--- config.mk ---
export PLATFORM = sky130hd
export DESIGN_NAME = hex_display_ctrl_flat
export DESIGN_NICKNAME = d
export VERILOG_FILES = /design/src/rtl/hex_display_pkg.sv /design/src/rtl/hex_display_ctrl_if.sv /design/src/rtl/hex_seg_decode.sv /design/src/rtl/hex_display_ctrl.sv /design/src/flat_wrapper.sv
export SDC_FILE = /design/constraint.sdc
export NUM_CORES = 1
export LEC_CHECK = 0
export BUFFER_PORTS_ARGS = -buffer_cell sky130_fd_sc_hd__buf_2
export CORE_AREA = 3 3 124 126
export DETAILED_ROUTE_END_ITERATION = 8
export DIE_AREA = 0 0 127 129
export PLACE_DENSITY = 0.66
export RECOVER_POWER = 25
export SLEW_MARGIN = 10
export SYNTH_ARGS = -nofsm -noshare
export SYNTH_HDL_FRONTEND = slang
export SYNTH_SLANG_ARGS = --single-unit
--- constraint.sdc ---
create_clock -name clk -period 3 [get_ports clk]
set_clock_uncertainty 0.05 [all_clocks]
set_input_delay 0.3 -clock clk [delete_from_list [all_inputs] [get_ports clk]]
set_output_delay 0.3 -clock clk [all_outputs]
set_load 0.1 [all_outputs]
--- src/rtl/hex_display_pkg.sv ---
// Shared constants for the seven-segment display controller: glyphs, blank pattern,
// segment bit positions and an output-polarity helper.
package hex_display_pkg;

    // Bit positions inside a {g,f,e,d,c,b,a} segment field.
    typedef enum int {
        SEG_A = 0,
        SEG_B = 1,
        SEG_C = 2,
        SEG_D = 3,
        SEG_E = 4,
        SEG_F = 5,
        SEG_G = 6
    } seg_bit_e;

    localparam logic [6:0] SEG_BLANK = 7'h00;

    localparam logic [6:0] GLYPH_0 = 7'h3F;
    localparam logic [6:0] GLYPH_1 = 7'h06;
    localparam logic [6:0] GLYPH_2 = 7'h5B;
    localparam logic [6:0] GLYPH_3 = 7'h4F;
    localparam logic [6:0] GLYPH_4 = 7'h66;
    localparam logic [6:0] GLYPH_5 = 7'h6D;
    localparam logic [6:0] GLYPH_6 = 7'h7D;
    localparam logic [6:0] GLYPH_7 = 7'h07;
    localparam logic [6:0] GLYPH_8 = 7'h7F;
    localparam logic [6:0] GLYPH_9 = 7'h6F;
    localparam logic [6:0] GLYPH_A = 7'h77;
    localparam logic [6:0] GLYPH_B = 7'h7C;
    localparam logic [6:0] GLYPH_C = 7'h39;
    localparam logic [6:0] GLYPH_D = 7'h5E;
    localparam logic [6:0] GLYPH_E = 7'h79;
    localparam logic [6:0] GLYPH_F = 7'h71;

    // Internal "lit" is 1; boards with sinking drivers want the complement.
    function automatic logic [6:0] seg_polarity(input logic [6:0] lit, input logic active_low);
        return active_low ? ~lit : lit;
    endfunction

endpackage

--- src/rtl/hex_display_ctrl_if.sv ---
// Bundle of the display controller's data inputs and display outputs.
// load is a plain capture strobe: every cycle it is high, hex_in/dp_in/blink_in are taken;
// there is no ready/backpressure, the controller always accepts.
interface hex_display_ctrl_if #(
    parameter int NUM_DIGITS = 6
);
    logic [4*NUM_DIGITS-1:0] hex_in;
    logic [NUM_DIGITS-1:0]   dp_in;
    logic [NUM_DIGITS-1:0]   blink_in;
    logic                    load;
    logic                    blank_lz;
    logic [7*NUM_DIGITS-1:0] seg_out;
    logic [NUM_DIGITS-1:0]   dp_out;
    logic [6:0]              scan_seg;
    logic                    scan_dp;
    logic [NUM_DIGITS-1:0]   scan_an;

    modport master (
        output hex_in, dp_in, blink_in, load, blank_lz,
        input  seg_out, dp_out, scan_seg, scan_dp, scan_an
    );

    modport slave (
        input  hex_in, dp_in, blink_in, load, blank_lz,
        output seg_out, dp_out, scan_seg, scan_dp, scan_an
    );
endinterface

--- src/rtl/hex_seg_decode.sv ---
// Combinational nibble to seven-segment glyph lookup (lit = 1, lowercase b and d).
module hex_seg_decode
    import hex_display_pkg::*;
(
    input  logic [3:0]         nib_i,
    output logic [SEG_G:SEG_A] seg_o
);

    always_comb begin
        seg_o = SEG_BLANK;
        case (nib_i)
            4'h0: seg_o = GLYPH_0;
            4'h1: seg_o = GLYPH_1;
            4'h2: seg_o = GLYPH_2;
            4'h3: seg_o = GLYPH_3;
            4'h4: seg_o = GLYPH_4;
            4'h5: seg_o = GLYPH_5;
            4'h6: seg_o = GLYPH_6;
            4'h7: seg_o = GLYPH_7;
            4'h8: seg_o = GLYPH_8;
            4'h9: seg_o = GLYPH_9;
            4'hA: seg_o = GLYPH_A;
            4'hB: seg_o = GLYPH_B;
            4'hC: seg_o = GLYPH_C;
            4'hD: seg_o = GLYPH_D;
            4'hE: seg_o = GLYPH_E;
            4'hF: seg_o = GLYPH_F;
            default: seg_o = SEG_BLANK;
        endcase
    end

endmodule

--- src/rtl/hex_display_ctrl.sv ---
// Multi-digit seven-segment controller: shadow capture, decode, leading-zero blanking,
// per-digit blink and a time-multiplexed scan port, all outputs registered.
module hex_display_ctrl
    import hex_display_pkg::*;
#(
    parameter int NUM_DIGITS     = 6,
    parameter bit SEG_ACTIVE_LOW = 1'b1,
    parameter int BLINK_DIV      = 25_000_000,
    parameter int SCAN_DIV       = 50_000
) (
    input logic               clk,
    input logic               rst,
    hex_display_ctrl_if.slave bus
);

    localparam int BW = $clog2(BLINK_DIV + 1);
    localparam int SW = $clog2(SCAN_DIV + 1);
    localparam int IW = (NUM_DIGITS > 1) ? $clog2(NUM_DIGITS) : 1;
    localparam logic [NUM_DIGITS-1:0] DIG_POL = {NUM_DIGITS{SEG_ACTIVE_LOW}};

    logic [4*NUM_DIGITS-1:0] hex_q, hex_d;
    logic [NUM_DIGITS-1:0]   dp_q, dp_d;
    logic [NUM_DIGITS-1:0]   blink_q, blink_d;
    logic [BW-1:0]           blink_cnt_q, blink_cnt_d;
    logic                    phase_q, phase_d;
    logic [SW-1:0]           scan_cnt_q, scan_cnt_d;
    logic [IW-1:0]           idx_q, idx_d;
    logic [7*NUM_DIGITS-1:0] seg_out_q, seg_out_d;
    logic [NUM_DIGITS-1:0]   dp_out_q, dp_out_d;
    logic [6:0]              scan_seg_q, scan_seg_d;
    logic                    scan_dp_q, scan_dp_d;
    logic [NUM_DIGITS-1:0]   scan_an_q, scan_an_d;

    logic [3:0]            nib     [NUM_DIGITS];
    logic [6:0]            glyph   [NUM_DIGITS];
    logic [6:0]            lit_seg [NUM_DIGITS];
    logic [NUM_DIGITS-1:0] lit_dp;
    logic                  lz_run, lz_blank, blink_off;
    logic                  blink_wrap, scan_wrap;

    // Array index g is the display position: 0 is the most significant digit.
    for (genvar g = 0; g < NUM_DIGITS; g++) begin : g_dec
        assign nib[g] = hex_q[4*(NUM_DIGITS-1-g) +: 4];
        hex_seg_decode u_dec (
            .nib_i (nib[g]),
            .seg_o (glyph[g])
        );
    end

    always_comb begin
        hex_d   = bus.load ? bus.hex_in   : hex_q;
        dp_d    = bus.load ? bus.dp_in    : dp_q;
        blink_d = bus.load ? bus.blink_in : blink_q;
    end

    // lz_run stays high only while every digit seen so far is zero.
    always_comb begin
        lz_run    = 1'b1;
        lz_blank  = 1'b0;
        blink_off = 1'b0;
        lit_dp    = '0;
        seg_out_d = '0;
        dp_out_d  = '0;
        for (int i = 0; i < NUM_DIGITS; i++) begin
            lit_seg[i] = SEG_BLANK;
        end
        for (int i = 0; i < NUM_DIGITS; i++) begin
            lz_run     = lz_run && (nib[i] == 4'h0);
            lz_blank   = bus.blank_lz && lz_run && (i != NUM_DIGITS - 1);
            blink_off  = phase_q && blink_q[NUM_DIGITS-1-i];
            lit_seg[i] = (blink_off || lz_blank) ? SEG_BLANK : glyph[i];
            lit_dp[i]  = !blink_off && dp_q[NUM_DIGITS-1-i];
            seg_out_d[7*(NUM_DIGITS-1-i) +: 7] = seg_polarity(lit_seg[i], SEG_ACTIVE_LOW);
            dp_out_d[NUM_DIGITS-1-i]           = lit_dp[i] ^ SEG_ACTIVE_LOW;
        end
    end

    // Scan registers are loaded from the next index so anode and segments move together.
    always_comb begin
        blink_wrap  = (blink_cnt_q == BW'(BLINK_DIV - 1));
        blink_cnt_d = blink_wrap ? '0 : blink_cnt_q + 1'b1;
        phase_d     = phase_q ^ blink_wrap;
        scan_wrap   = (scan_cnt_q == SW'(SCAN_DIV - 1));
        scan_cnt_d  = scan_wrap ? '0 : scan_cnt_q + 1'b1;
        idx_d       = idx_q;
        if (scan_wrap) begin
            idx_d = (idx_q == IW'(NUM_DIGITS - 1)) ? '0 : idx_q + 1'b1;
        end
        scan_seg_d = seg_polarity(lit_seg[idx_d], SEG_ACTIVE_LOW);
        scan_dp_d  = lit_dp[idx_d] ^ SEG_ACTIVE_LOW;
        scan_an_d  = (NUM_DIGITS'(1) << idx_d) ^ DIG_POL;
    end

    always_ff @(posedge clk or negedge rst) begin
        if (!rst) begin
            hex_q       <= '0;
            dp_q        <= '0;
            blink_q     <= '0;
            blink_cnt_q <= '0;
            phase_q     <= 1'b0;
            scan_cnt_q  <= '0;
            idx_q       <= '0;
            seg_out_q   <= {NUM_DIGITS{seg_polarity(GLYPH_0, SEG_ACTIVE_LOW)}};
            dp_out_q    <= DIG_POL;
            scan_seg_q  <= seg_polarity(GLYPH_0, SEG_ACTIVE_LOW);
            scan_dp_q   <= SEG_ACTIVE_LOW;
            scan_an_q   <= NUM_DIGITS'(1) ^ DIG_POL;
        end else begin
            hex_q       <= hex_d;
            dp_q        <= dp_d;
            blink_q     <= blink_d;
            blink_cnt_q <= blink_cnt_d;
            phase_q     <= phase_d;
            scan_cnt_q  <= scan_cnt_d;
            idx_q       <= idx_d;
            seg_out_q   <= seg_out_d;
            dp_out_q    <= dp_out_d;
            scan_seg_q  <= scan_seg_d;
            scan_dp_q   <= scan_dp_d;
            scan_an_q   <= scan_an_d;
        end
    end

    assign bus.seg_out  = seg_out_q;
    assign bus.dp_out   = dp_out_q;
    assign bus.scan_seg = scan_seg_q;
    assign bus.scan_dp  = scan_dp_q;
    assign bus.scan_an  = scan_an_q;

endmodule

--- src/flat_wrapper.sv ---
// flat-port wrapper written by rule: the top's interface ports become plain ports
module hex_display_ctrl_flat import hex_display_pkg::*;
#(
    parameter int NUM_DIGITS     = 6,
    parameter bit SEG_ACTIVE_LOW = 1'b1,
    parameter int BLINK_DIV      = 25_000_000,
    parameter int SCAN_DIV       = 50_000
)
  (clk, rst, bus_hex_in, bus_dp_in, bus_blink_in, bus_load, bus_blank_lz, bus_seg_out, bus_dp_out, bus_scan_seg, bus_scan_dp, bus_scan_an);
  hex_display_ctrl_if #(.NUM_DIGITS(NUM_DIGITS)) bus_i ();
  input logic clk;
  input logic rst;
  input wire logic [$bits(bus_i.hex_in)-1:0] bus_hex_in;
  input wire logic [$bits(bus_i.dp_in)-1:0] bus_dp_in;
  input wire logic [$bits(bus_i.blink_in)-1:0] bus_blink_in;
  input wire logic [$bits(bus_i.load)-1:0] bus_load;
  input wire logic [$bits(bus_i.blank_lz)-1:0] bus_blank_lz;
  output wire logic [$bits(bus_i.seg_out)-1:0] bus_seg_out;
  output wire logic [$bits(bus_i.dp_out)-1:0] bus_dp_out;
  output wire logic [$bits(bus_i.scan_seg)-1:0] bus_scan_seg;
  output wire logic [$bits(bus_i.scan_dp)-1:0] bus_scan_dp;
  output wire logic [$bits(bus_i.scan_an)-1:0] bus_scan_an;
  assign bus_i.hex_in = bus_hex_in;
  assign bus_i.dp_in = bus_dp_in;
  assign bus_i.blink_in = bus_blink_in;
  assign bus_i.load = bus_load;
  assign bus_i.blank_lz = bus_blank_lz;
  assign bus_seg_out = bus_i.seg_out;
  assign bus_dp_out = bus_i.dp_out;
  assign bus_scan_seg = bus_i.scan_seg;
  assign bus_scan_dp = bus_i.scan_dp;
  assign bus_scan_an = bus_i.scan_an;
  hex_display_ctrl #(.NUM_DIGITS(NUM_DIGITS), .SEG_ACTIVE_LOW(SEG_ACTIVE_LOW), .BLINK_DIV(BLINK_DIV), .SCAN_DIV(SCAN_DIV)) u_core (.clk(clk), .rst(rst), .bus(bus_i));
endmodule
==> metrics.cfg <==
[floorplan]
die_area_um2=16400
die_h_um=129
fp-row-count=44
start_util=0.485
die_x_um=127
io_pins=102
core-area_um2=14400

[synth]
synth_area_per_cell_um2=10.5
yosys_warnings=0
post_synth_instance_area_um2=6990
synthFlopType=dfrtp_1
ys_seq_area_frac=0.515
synthCells=663
yosysUniqueCellTypes=61
syn_nets=735
async_reset_ff_frac=1.00
yosys_register_bits=143
synth_edf_count=0

[drt]
num_vias=5458
drc=0
detail-route-antenna-nets=0
firstDrtPassIters=5
drt_iter0_drc=333
avgRoutedWirePerCell_um=18.3
drt_wl_total_um=17700
viasPerCell=5.65

[finish]
fillerInstances=1235
layout_commonest_cell=dfrtp_1
final_cell_area_um2=8320
final_cell_mix=dfrtp_1, buf_2, nand2_1
drive_above_1_share=0.258
syn2layout_area_growth_pct=19.0
fin_nets=841
antennaDiodeCount=0
post-route-util=0.577

[grt]
grt_use_total=0.224
antenna_found_initial=0
grt_pass1_vias=5526
grt_max_degree=79
grt_pass1_wl_um=28700
overflow=0

[min_path]
worstHoldPathCells=3
hp-class=primary input to flip-flop

[sta]
max_freq_mhz=349
fin_setup_tns_ns=0
post-route-period-util=0.954
slew_violations=125
slew_headroom=-0.369
fin_crit_ns=2.86
setup_ws_ns=0.137
final-setup-viol-count=0
worst_slew_pin_slew_ns=2.05
hold_viol_final=0

[clock_network]
cts_tree=yes
htreeDepth=4
cts.sinks=143
clk_pin_slew_ns=0.06
cts_buffer_depth=2
post_cts_buffers=0
root_buffer=clkbuf_16
cts_made_buffers=17
clk_latency_ns=0.42

[flow_run]
drv_cap=2

[critical_path]
rr_worst_depth=8
critPathArrivalTime_ns=3.15
worst-setup-path-type=flip-flop to flip-flop
startpoint_type=flip-flop
cp_max_fo=5
cp-end-kind=flip-flop
crit_required_ns=3.28

[place]
gp_congestion=0.862
dpl.hpwl_um=12900
dpl_cell_area_um2=7720
dp_slack_ns=0.129
numPortBuffers=101

[run_status]
violations=max-capacitance violations, max-slew violations
run_status=complete, but fails checks

[pwr]
power_density_nw_per_um2=704
p_leak_nw=3.93
p_total_mw=5.86
ir_drop_mv=0.537

timing repair:
action / CTS / global route
hold buffers: 1 / 0
hold endpoints to repair: 66 / 0
endpoints found under the setup margin: 0 / 3
resized for setup: 0 / 2
flip-flops by register name, indices dropped and copies added (netlist names):
name	count
u_core.bus.scan_dp	1
u_core.blink_cnt_q	25
u_core.bus.dp_out	6
u_core.hex_q	24
u_core.blink_q	6
u_core.bus.seg_out	42
u_core.bus.scan_seg	7
u_core.dp_q	6
u_core.scan_cnt_q	16
u_core.bus.scan_an	6
u_core.idx_q	3
u_core.phase_q	1
routing by layer:
metal / track usage / wire length, um / up-vias
li1: - / - / 2548
met1: 0.308 / 7980 / 2700
met2: 0.354 / 8360 / 179
met3: 0.0482 / 879 / 31
met4: 0.0808 / 436 / 0
met5: 0 / 0 / -
through the flow:
stage | instances | hold WS (ns)
final | 966 | 0.0443
after detailed placement | 933 | 0.343
after floorplan | 663 | -0.0456
after global routing | 966 | 0.0424
after CTS | 966 | 0.0304
after global placement | 933 | 0.321
final cells by class:
cell class,count,area (um^2),share of cell area
tap,184,230,0.0277
clock inverter,12,133,0.0159
sequential,143,3600,0.433
timing repair buffer,113,602,0.0723
clock buffer,20,457,0.0549
inverter,27,101,0.0122
multi-input combinational,467,3190,0.384
cell families (layout without fill, tap and decap cells):
logic type      count (synthesis)  after routing  share of synthesized area
buf+inv                        53            172                     0.0297
flops                         143            143                      0.515
mux                            30             30                     0.0505
fa+ha+maj                      32             32                     0.0573
simple gates                  258            258                      0.186
compound gates                111            111                      0.116
xor+xnor                       36             36                     0.0451
worst max-delay path: stages, from the launching register on:
cell and delay [ns]:
dfrtp_1 0.42, inv_1 0.16, ha_1 0.23, nor4bb_1 0.52, nand4_1 0.30, o31a_1 0.42
o311ai_0 0.25, o221ai_1 0.25, nand3_1 0.17
worst paths after layout:
check	startpoint	to	slack, ns
setup / recovery	u_core.hex_q[12]	u_core.bus.scan_seg[5]	0.14
hold / removal	bus_hex_in[22]	u_core.hex_q[22]	0.04
setup reg to reg	u_core.hex_q[12]	u_core.bus.scan_seg[5]	0.14
hold reg to reg	u_core.dp_q[2]	u_core.bus.dp_out[2]	0.38
max in group asynchronous	rst	u_core.bus.scan_an[1]	0.76
min in group asynchronous	rst	u_core.scan_cnt_q[7]	0.93
Yosys cell counts (5+ instances only):
master      n  area, um^2
dfrtp_1   124        3100
nand2_1    82         308
nand2b_1   15        93.8
mux2_2     22         248
xor2_1     25         219
a32oi_1     7        61.3
nand3_1    31         155
nand3b_1    5        37.5
a21boi_0    5        37.5
xnor2_1    11        96.3
inv_1      24        90.1
ha_1       32         400
o311ai_0   17         149
and3_1     11        68.8
nand4_1     7        43.8
mux2i_1     6        60.1
dfstp_2    19         499
clkbuf_1   21        78.8
and2_1      7        43.8
o211ai_1   20         150
nor2b_1    15        93.8
nor3_1      9        45.0
o21ai_0    30         150
nor2_1     51         191
power by group:
group	internal, mW	switching (mW)
combinational	0.298	1.23
clock	1.27	0.829
sequential	2.11	0.126
Power figures use the tool's default switching activity.
